$ cat src/rtl/reg_file_pkg.sv
// Shared constants for the register file and its busy scoreboard.
// Entry ZERO_ADDR is hardwired to zero and can never be marked busy.
package reg_file_pkg;
    localparam int SIZE_DEF   = 8;
    localparam int ADDR_W_DEF = 3;
    localparam int ZERO_ADDR  = 0;
endpackage

$ cat src/rtl/reg_scoreboard.sv
// Per-entry busy bits: issue reserves a destination, write-back releases it.
// Also exposes the post-edge busy value of each read address for the read ports.
module reg_scoreboard
    import reg_file_pkg::*;
#(
    parameter int ADDR_W = ADDR_W_DEF
) (
    input  logic              clk_i,
    input  logic              rst_n_i,
    input  logic              wr_en_i,
    input  logic [ADDR_W-1:0] wr_addr_i,
    input  logic              rsv_en_i,
    input  logic [ADDR_W-1:0] rsv_addr_i,
    input  logic [ADDR_W-1:0] rd_addr_a_i,
    input  logic [ADDR_W-1:0] rd_addr_b_i,
    output logic              busy_next_a_o,
    output logic              busy_next_b_o
);
    localparam int DEPTH = 2**ADDR_W;

    logic [DEPTH-1:0] busy_reg;
    logic [DEPTH-1:0] busy_next;

    // A reservation outranks a same-edge write: it belongs to the newer instruction.
    generate
        for (genvar gi = 0; gi < DEPTH; gi++) begin : g_busy
            if (gi == ZERO_ADDR) begin : g_zero
                assign busy_next[gi] = 1'b0;
            end else begin : g_entry
                assign busy_next[gi] =
                    (rsv_en_i && rsv_addr_i == ADDR_W'(gi)) ? 1'b1 :
                    (wr_en_i  && wr_addr_i  == ADDR_W'(gi)) ? 1'b0 :
                    busy_reg[gi];
            end
        end
    endgenerate

    always_ff @(posedge clk_i or negedge rst_n_i) begin
        if (!rst_n_i) begin
            busy_reg <= '0;
        end else begin
            busy_reg <= busy_next;
        end
    end

    assign busy_next_a_o = busy_next[rd_addr_a_i];
    assign busy_next_b_o = busy_next[rd_addr_b_i];
endmodule

$ cat src/rtl/reg_file_sb.sv
// Register file with two registered read ports, one write port and a busy
// scoreboard; reads bypass same-edge writes and reservations.
module reg_file_sb
    import reg_file_pkg::*;
#(
    parameter int SIZE   = SIZE_DEF,
    parameter int ADDR_W = ADDR_W_DEF
) (
    input  logic              clk_i,
    input  logic              rst_n_i,
    input  logic              wr_en_i,
    input  logic [ADDR_W-1:0] wr_addr_i,
    input  logic [SIZE-1:0]   din_i,
    input  logic              rsv_en_i,
    input  logic [ADDR_W-1:0] rsv_addr_i,
    input  logic [ADDR_W-1:0] rd_addr_a_i,
    input  logic [ADDR_W-1:0] rd_addr_b_i,
    output logic [SIZE-1:0]   dout_a_o,
    output logic [SIZE-1:0]   dout_b_o,
    output logic              busy_a_o,
    output logic              busy_b_o
);
    localparam int DEPTH = 2**ADDR_W;

    logic [SIZE-1:0]             mem_reg [DEPTH];
    logic [1:0][ADDR_W-1:0]      rd_addr;
    logic [1:0][SIZE-1:0]        rd_data_next;
    logic                        busy_next_a;
    logic                        busy_next_b;
    logic                        wr_live;

    assign wr_live = wr_en_i && (wr_addr_i != ADDR_W'(ZERO_ADDR));
    assign rd_addr = {rd_addr_b_i, rd_addr_a_i};

    // Entry 0 is reset to zero and never written, so it stays zero.
    always_ff @(posedge clk_i or negedge rst_n_i) begin
        if (!rst_n_i) begin
            for (int i = 0; i < DEPTH; i++) begin
                mem_reg[i] <= '0;
            end
        end else if (wr_live) begin
            mem_reg[wr_addr_i] <= din_i;
        end
    end

    generate
        for (genvar gi = 0; gi < 2; gi++) begin : g_rd_port
            assign rd_data_next[gi] =
                (rd_addr[gi] == ADDR_W'(ZERO_ADDR))   ? '0    :
                (wr_live && wr_addr_i == rd_addr[gi]) ? din_i :
                mem_reg[rd_addr[gi]];
        end
    endgenerate

    reg_scoreboard #(
        .ADDR_W (ADDR_W)
    ) u_scoreboard (
        .clk_i         (clk_i),
        .rst_n_i       (rst_n_i),
        .wr_en_i       (wr_en_i),
        .wr_addr_i     (wr_addr_i),
        .rsv_en_i      (rsv_en_i),
        .rsv_addr_i    (rsv_addr_i),
        .rd_addr_a_i   (rd_addr_a_i),
        .rd_addr_b_i   (rd_addr_b_i),
        .busy_next_a_o (busy_next_a),
        .busy_next_b_o (busy_next_b)
    );

    always_ff @(posedge clk_i or negedge rst_n_i) begin
        if (!rst_n_i) begin
            dout_a_o <= '0;
            dout_b_o <= '0;
            busy_a_o <= 1'b0;
            busy_b_o <= 1'b0;
        end else begin
            dout_a_o <= rd_data_next[0];
            dout_b_o <= rd_data_next[1];
            busy_a_o <= busy_next_a;
            busy_b_o <= busy_next_b;
        end
    end
endmodule

$ cat config.mk
export PLATFORM = sky130hd
export DESIGN_NAME = reg_file_sb
export DESIGN_NICKNAME = d
export VERILOG_FILES = /design/src/rtl/reg_file_pkg.sv /design/src/rtl/reg_scoreboard.sv /design/src/rtl/reg_file_sb.sv
export SDC_FILE = /design/constraint.sdc
export NUM_CORES = 1
export LEC_CHECK = 0
export BUFFER_PORTS_ARGS = -buffer_cell sky130_fd_sc_hd__buf_2
export CORE_MARGIN = 3
export CORE_UTILIZATION = 55
export CTS_CLUSTER_DIAMETER = 150
export DETAILED_ROUTE_END_ITERATION = 12
export PLACE_DENSITY = 0.77
export SKIP_CTS_REPAIR_TIMING = 1
export SYNTH_ARGS = -nofsm -noshare
export SYNTH_HDL_FRONTEND = slang
export SYNTH_SLANG_ARGS = --single-unit
$ cat constraint.sdc
create_clock -name clk_i -period 2.7 [get_ports clk_i]
set_input_delay 0.54 -clock clk_i [delete_from_list [all_inputs] [get_ports clk_i]]
set_output_delay 0.54 -clock clk_i [all_outputs]
set_load 0.02 [all_outputs]
# Word-level counts from Yosys, hierarchy flattened
# Cells that the tools add are included.
[word_totals] regBits=89 latchBits=0 mem_bits_rw=0 rom_bits=0 inputBits=24 wordCells=90 memories=0
[op_classes] addsub=0 mul=0 div=0 order_cmp=6 n_eq_ne=16 n_shift=0 mux=31 bitwise=3 reduce_logical=21
[ops] operator="$mux W8" n=9
[ops] operator="$bwmux W64" n=1
[ops] operator="$bmux W8 S3" n=2
[ops] operator="$demux W8 S3" n=1
[ops] operator="$eq A3 B3 Y1 const B" n=8
[ops] operator="$logic_and A1 B1 Y1" n=18
[ops] operator="$mux W1" n=16
[ops] operator="$eq A3 B2 Y1 const B" n=4
[ops] operator="$ge A4 B4 Y1 const B" n=3
[ops] operator="$not A3 Y4" n=3
[ops] operator="$lt A3 B4 Y1 const B" n=2
[ops] operator="$bmux W1 S3" n=2
[ops] operator="$eq A3 B1 Y1 const B" n=2
[ops] operator="$eq A3 B3 Y1" n=2
[ops] operator="$logic_not A3 Y1" n=2
[ops] operator="$lt A4 B1 Y1 const B" n=1
[ops] operator="$reduce_bool A3 Y1" n=1

# Logic depth before layout (Yosys ltp)
[logic_depth] ltp_word=6 depth_mapped=8 mapped_depth_nobuf=5

# Hierarchy
# A second synthesis with hierarchy kept.
[hier_totals] hier_cells=355 hier_area_um2=4381.7
[modules_own_cells] mod="reg_file_sb" n_inst=1 cells_each=300 area_per_inst_um2=3910.0 seq_area_each_um2=1876.8
[modules_own_cells] mod="reg_scoreboard" n_inst=1 cells_each=55 area_per_inst_um2=471.7 seq_area_each_um2=175.2

# Least setup slack after synthesis
# OpenSTA, ideal clock, no wires.
[synth_path] path_type="input-to-reg" startpoint="input port wr_en_i" endpoint="register busy_b_o" t_arrival_ns=1.547 t_required_ns=2.575 slack_ns=1.028 cell_stages=7 path_buffers=2 cell_sequence="buf_6 > nor4bb_2 > buf_4 > o32a_1 > nor2_1 > a22oi_2 > a21oi_1"
[synth_via] elab_chain_cells=5 word_cells_on_any_way=23
[synth_rtl] element="start: declaration" line_no="reg_file_sb.sv:11" text="input logic wr_en_i,"
[synth_rtl] element="$logic_and A1 B1 Y1" line_no="reg_scoreboard.sv:32" text="(wr_en_i && wr_addr_i == ADDR_W'(gi)) ? 1'b0 :"
[synth_rtl] element="$mux W1" line_no="reg_scoreboard.sv:32"
[synth_rtl] element="$mux W1" line_no="reg_scoreboard.sv:31" text="(rsv_en_i && rsv_addr_i == ADDR_W'(gi)) ? 1'b1 :"
[synth_rtl] element="$bmux W1 S3 *" line_no="reg_scoreboard.sv:47" text="assign busy_next_b_o = busy_next[rd_addr_b_i];"
[synth_rtl] element="$mux W1 (implied by the code) *" line_no="reg_scoreboard.sv:47"
[synth_rtl] element="net busy_next_b" line_no="reg_file_sb.sv:29" text="logic busy_next_b;"
[synth_rtl] element="end signal: assignment" line_no="reg_file_sb.sv:80" text="busy_b_o <= busy_next_b;"
[synth_rtl] element="end: declaration" line_no="reg_file_sb.sv:21" text="output logic busy_b_o"
# The timed path passes the listed nets; every way through them passes the cells marked *. The select of a mux whose other input is x is not followed.
# A chain may end at the register's enable or synchronous reset.

==> flow_metrics.env <==
export IMPL_status="finished clean"
export IMPL_clk_insertion_delay_late_ns=0.35
export IMPL_syn_inst=337
export IMPL_avgSynthCellArea_um2=13.69
export IMPL_finalCritPeriodShare_pct=71.52
export IMPL_grt_max_degree=46
export IMPL_gp_congestion=0.8987
export IMPL_globalRouteTotalUtil_pct=23.96
export IMPL_grtUsageMet2_pct=37.90
export IMPL_drtIter0Drc=195
export IMPL_relSlewSlack_pct=46.26
export IMPL_fin_util_pct=64.38
export IMPL_coreArea_um2=7928
export IMPL_ys_flop_type="dfrtp_1"
export IMPL_die_h_um=97.57
export IMPL_crit_path_end_kind="flop"
export IMPL_p_sw_mw=1.036
export IMPL_start_util_pct=58.18
export IMPL_synth_top_cell_area_share_pct=46.66
export IMPL_met1_usage_pct=30.80
export IMPL_largest_reg_flops=61
export IMPL_period_minus_slack_ns=1.931
export IMPL_netlist_top_cells_area="dfrtp_1 47%, mux2_2 14%, mux4_2 12%, mux2i_1 3.0%, buf_6 2.7%"
export IMPL_design_area_um2=5104
export IMPL_yosysWarnings=0
export IMPL_crit_fanout=16
export IMPL_yosys_register_bits=86
export IMPL_crit_path_end="dout_b_o[5]"
export IMPL_timing_rr_start="mem_reg[5]"
export IMPL_h_tree_depth=3
export IMPL_peakVddDrop_uv=446.9
export IMPL_yosysSeqAreaShare_pct=46.66
export IMPL_cts_clk_slew_worst_paths_ns=0.08
export IMPL_tns_ns=0
export IMPL_num_vias=3039
export IMPL_maxCapViolations=0
export IMPL_dp_hpwl_mm=7.172
export IMPL_clkSinkCount=86
export IMPL_viasPerCell=6.279
export IMPL_worst_slew_pin_slew_ns=0.8037
export IMPL_synth_edf_count=0
export IMPL_syn_nets=361
export IMPL_ant_nets=0
export IMPL_dp_cells=468
export IMPL_row_count=32
export IMPL_routedWlPerCell_um=22.07
export IMPL_switching_share_pct=28.33
export IMPL_yosysTopAreaCell="dfrtp_1"
export IMPL_areaGrowthSynthToFinish_pct=10.66
export IMPL_cts_made_buffers=9
export IMPL_drive_gt1_share_pct=45.81
export IMPL_r2r_cells=3
export IMPL_drcViolationCount=0
export IMPL_cp_required_ns=2.90
export IMPL_dr_pass1_iters=4
export IMPL_p_comb_share_pct=23.7
export IMPL_nets=401
export IMPL_ios=42
export IMPL_critical_path_class="in -> reg"
export IMPL_skew_ns=0.009423
export IMPL_slew_viol_final=0
export IMPL_cts_buffer_depth=2
export IMPL_start_kind="input port"
export IMPL_rr_endpoint="dout_a_o[5]"
export IMPL_p_per_area_nw_per_um2=716.4
export IMPL_crit_start="wr_addr_i[0]"
export IMPL_grt_pass1_wl_mm=17.73
export IMPL_finalNonFillerCells=484
export IMPL_async_reset_ff_share_pct=100.0
export IMPL_cts_tree="built"
export IMPL_portBuffers=41
export IMPL_grt_pass1_vias=3279
export IMPL_hold_violations=0
export IMPL_diodes=0
export IMPL_antenna_found_initial=0
export IMPL_r2r_slack_ns=1.32
export IMPL_cp_arrival_ns=2.13
export IMPL_grt_busiest_layer="met2"
export IMPL_synth_cell_types=49
export IMPL_synth_cell_area_um2=4612
export IMPL_rsz0062_at_grt="no"
export IMPL_setup_violations=0
export IMPL_gr_total_overflow=0
export IMPL_clockRootBuffer="clkbuf_8"
export IMPL_p_seq_share_pct=47.0
export IMPL_power_frac_clock_pct=29.4
export IMPL_finalWirelength_mm=10.68
export IMPL_grtUsageMet3_pct=6.174
export IMPL_p_leak_nw=2.253
export IMPL_min_path_type="in -> async"
export IMPL_die_area_um2=9520
export IMPL_die_width_um=97.57
export IMPL_p_int_mw=2.621
export IMPL_place_area_um2=4867
export IMPL_max_freq_mhz=517.9
power groups by stage:
stage / clock network [mW] / logic [mW] / registers [mW]
detailed placement: 0 / 0.869 / 1.74
CTS: 1.09 / 0.871 / 1.72
global route: 1.15 / 0.945 / 1.75
finish: 1.07 / 0.865 / 1.72
global placement: 0 / 0.846 / 1.72
floorplan: 0 / 0.578 / 1.76
critical path: stages:
cell	delay, ns
buf_2	0.25
or3b_1	0.39
a211oi_2	0.20
o211ai_2	0.36
o21ai_0	0.31
a21oi_1	0.07
cell usage after synthesis, drive strengths merged, types with 4 or more instances:
cell type,number
a211oi,15
a21oi,12
buf,23
clkbuf,5
dfrtp,86
inv,11
mux2,57
mux2i,14
mux4,24
nand2,11
nand2b,4
nor2,15
nor2b,4
nor3,8
o21ai,11
worst min path at each step:
stage	cells past startpoint	slack, ns	endpoint
3_3_place_gp	0	0.37	mem_reg[61]
6_report	1	0.17	mem_reg[1]
2_1_floorplan	0	0.24	busy_a_o
5_1_grt	1	0.21	mem_reg[17]
4_1_cts	1	0.18	mem_reg[1]
3_5_place_dp	0	0.37	mem_reg[58]
cell type report:
| cell class | count | area (um^2) |
|---|---|---|
| Fill cell | 600 | 2824 |
| Multi-Input combinational cell | 212 | 2206 |
| Sequential cell | 86 | 2152 |
| Timing Repair Buffer | 57 | 340.3 |
| Clock buffer | 10 | 127.6 |
| Tap cell | 102 | 127.6 |
| Clock inverter | 6 | 108.9 |
| Inverter | 11 | 41.29 |
metal layers:
layer	share of wire, %	up-vias
met5	0	-
met4	3.9	0
met3	6.4	27
met2	50	117
met1	40	1548
li1	-	1347
kinds of logic (layout without fill, tap and decap cells):
family	count (synthesis)	in the layout	synth area share (%)
buffers and inverters	39	84	5.507
AOI/OAI and AO/OA	59	59	10.04
xor gates and xnor gates	5	5	1.275
and+or+nand+nor	53	53	7.840
DFF	86	86	46.66
muxes	95	95	28.68
cell usage in the layout, fill, tap and decap left out, drive strengths merged, types with 3 or more instances in the layout:
master,instances
dfrtp,86
mux2,57
buf,57
mux4,24
nor2,15
a211oi,15
mux2i,14
inv,12
a21oi,12
nand2,11
o21ai,11
clkbuf,10
nor3,8
nand2b,4
nor2b,4
nand4b,3
o211ai,3
bufinv,3
xor2,3
per-stage QoR:
step,total power [mW],setup WS [ns],hold slack [ns]
finish,3.656,0.7691,0.1701
global route,3.844,0.6438,0.2088
CTS,3.678,0.7911,0.1844
detailed placement,2.609,0.4069,0.3686
global placement,2.570,0.4650,0.3655
floorplan,2.337,1.028,0.2444
No activity file was read; power rests on OpenSTA's default activity.
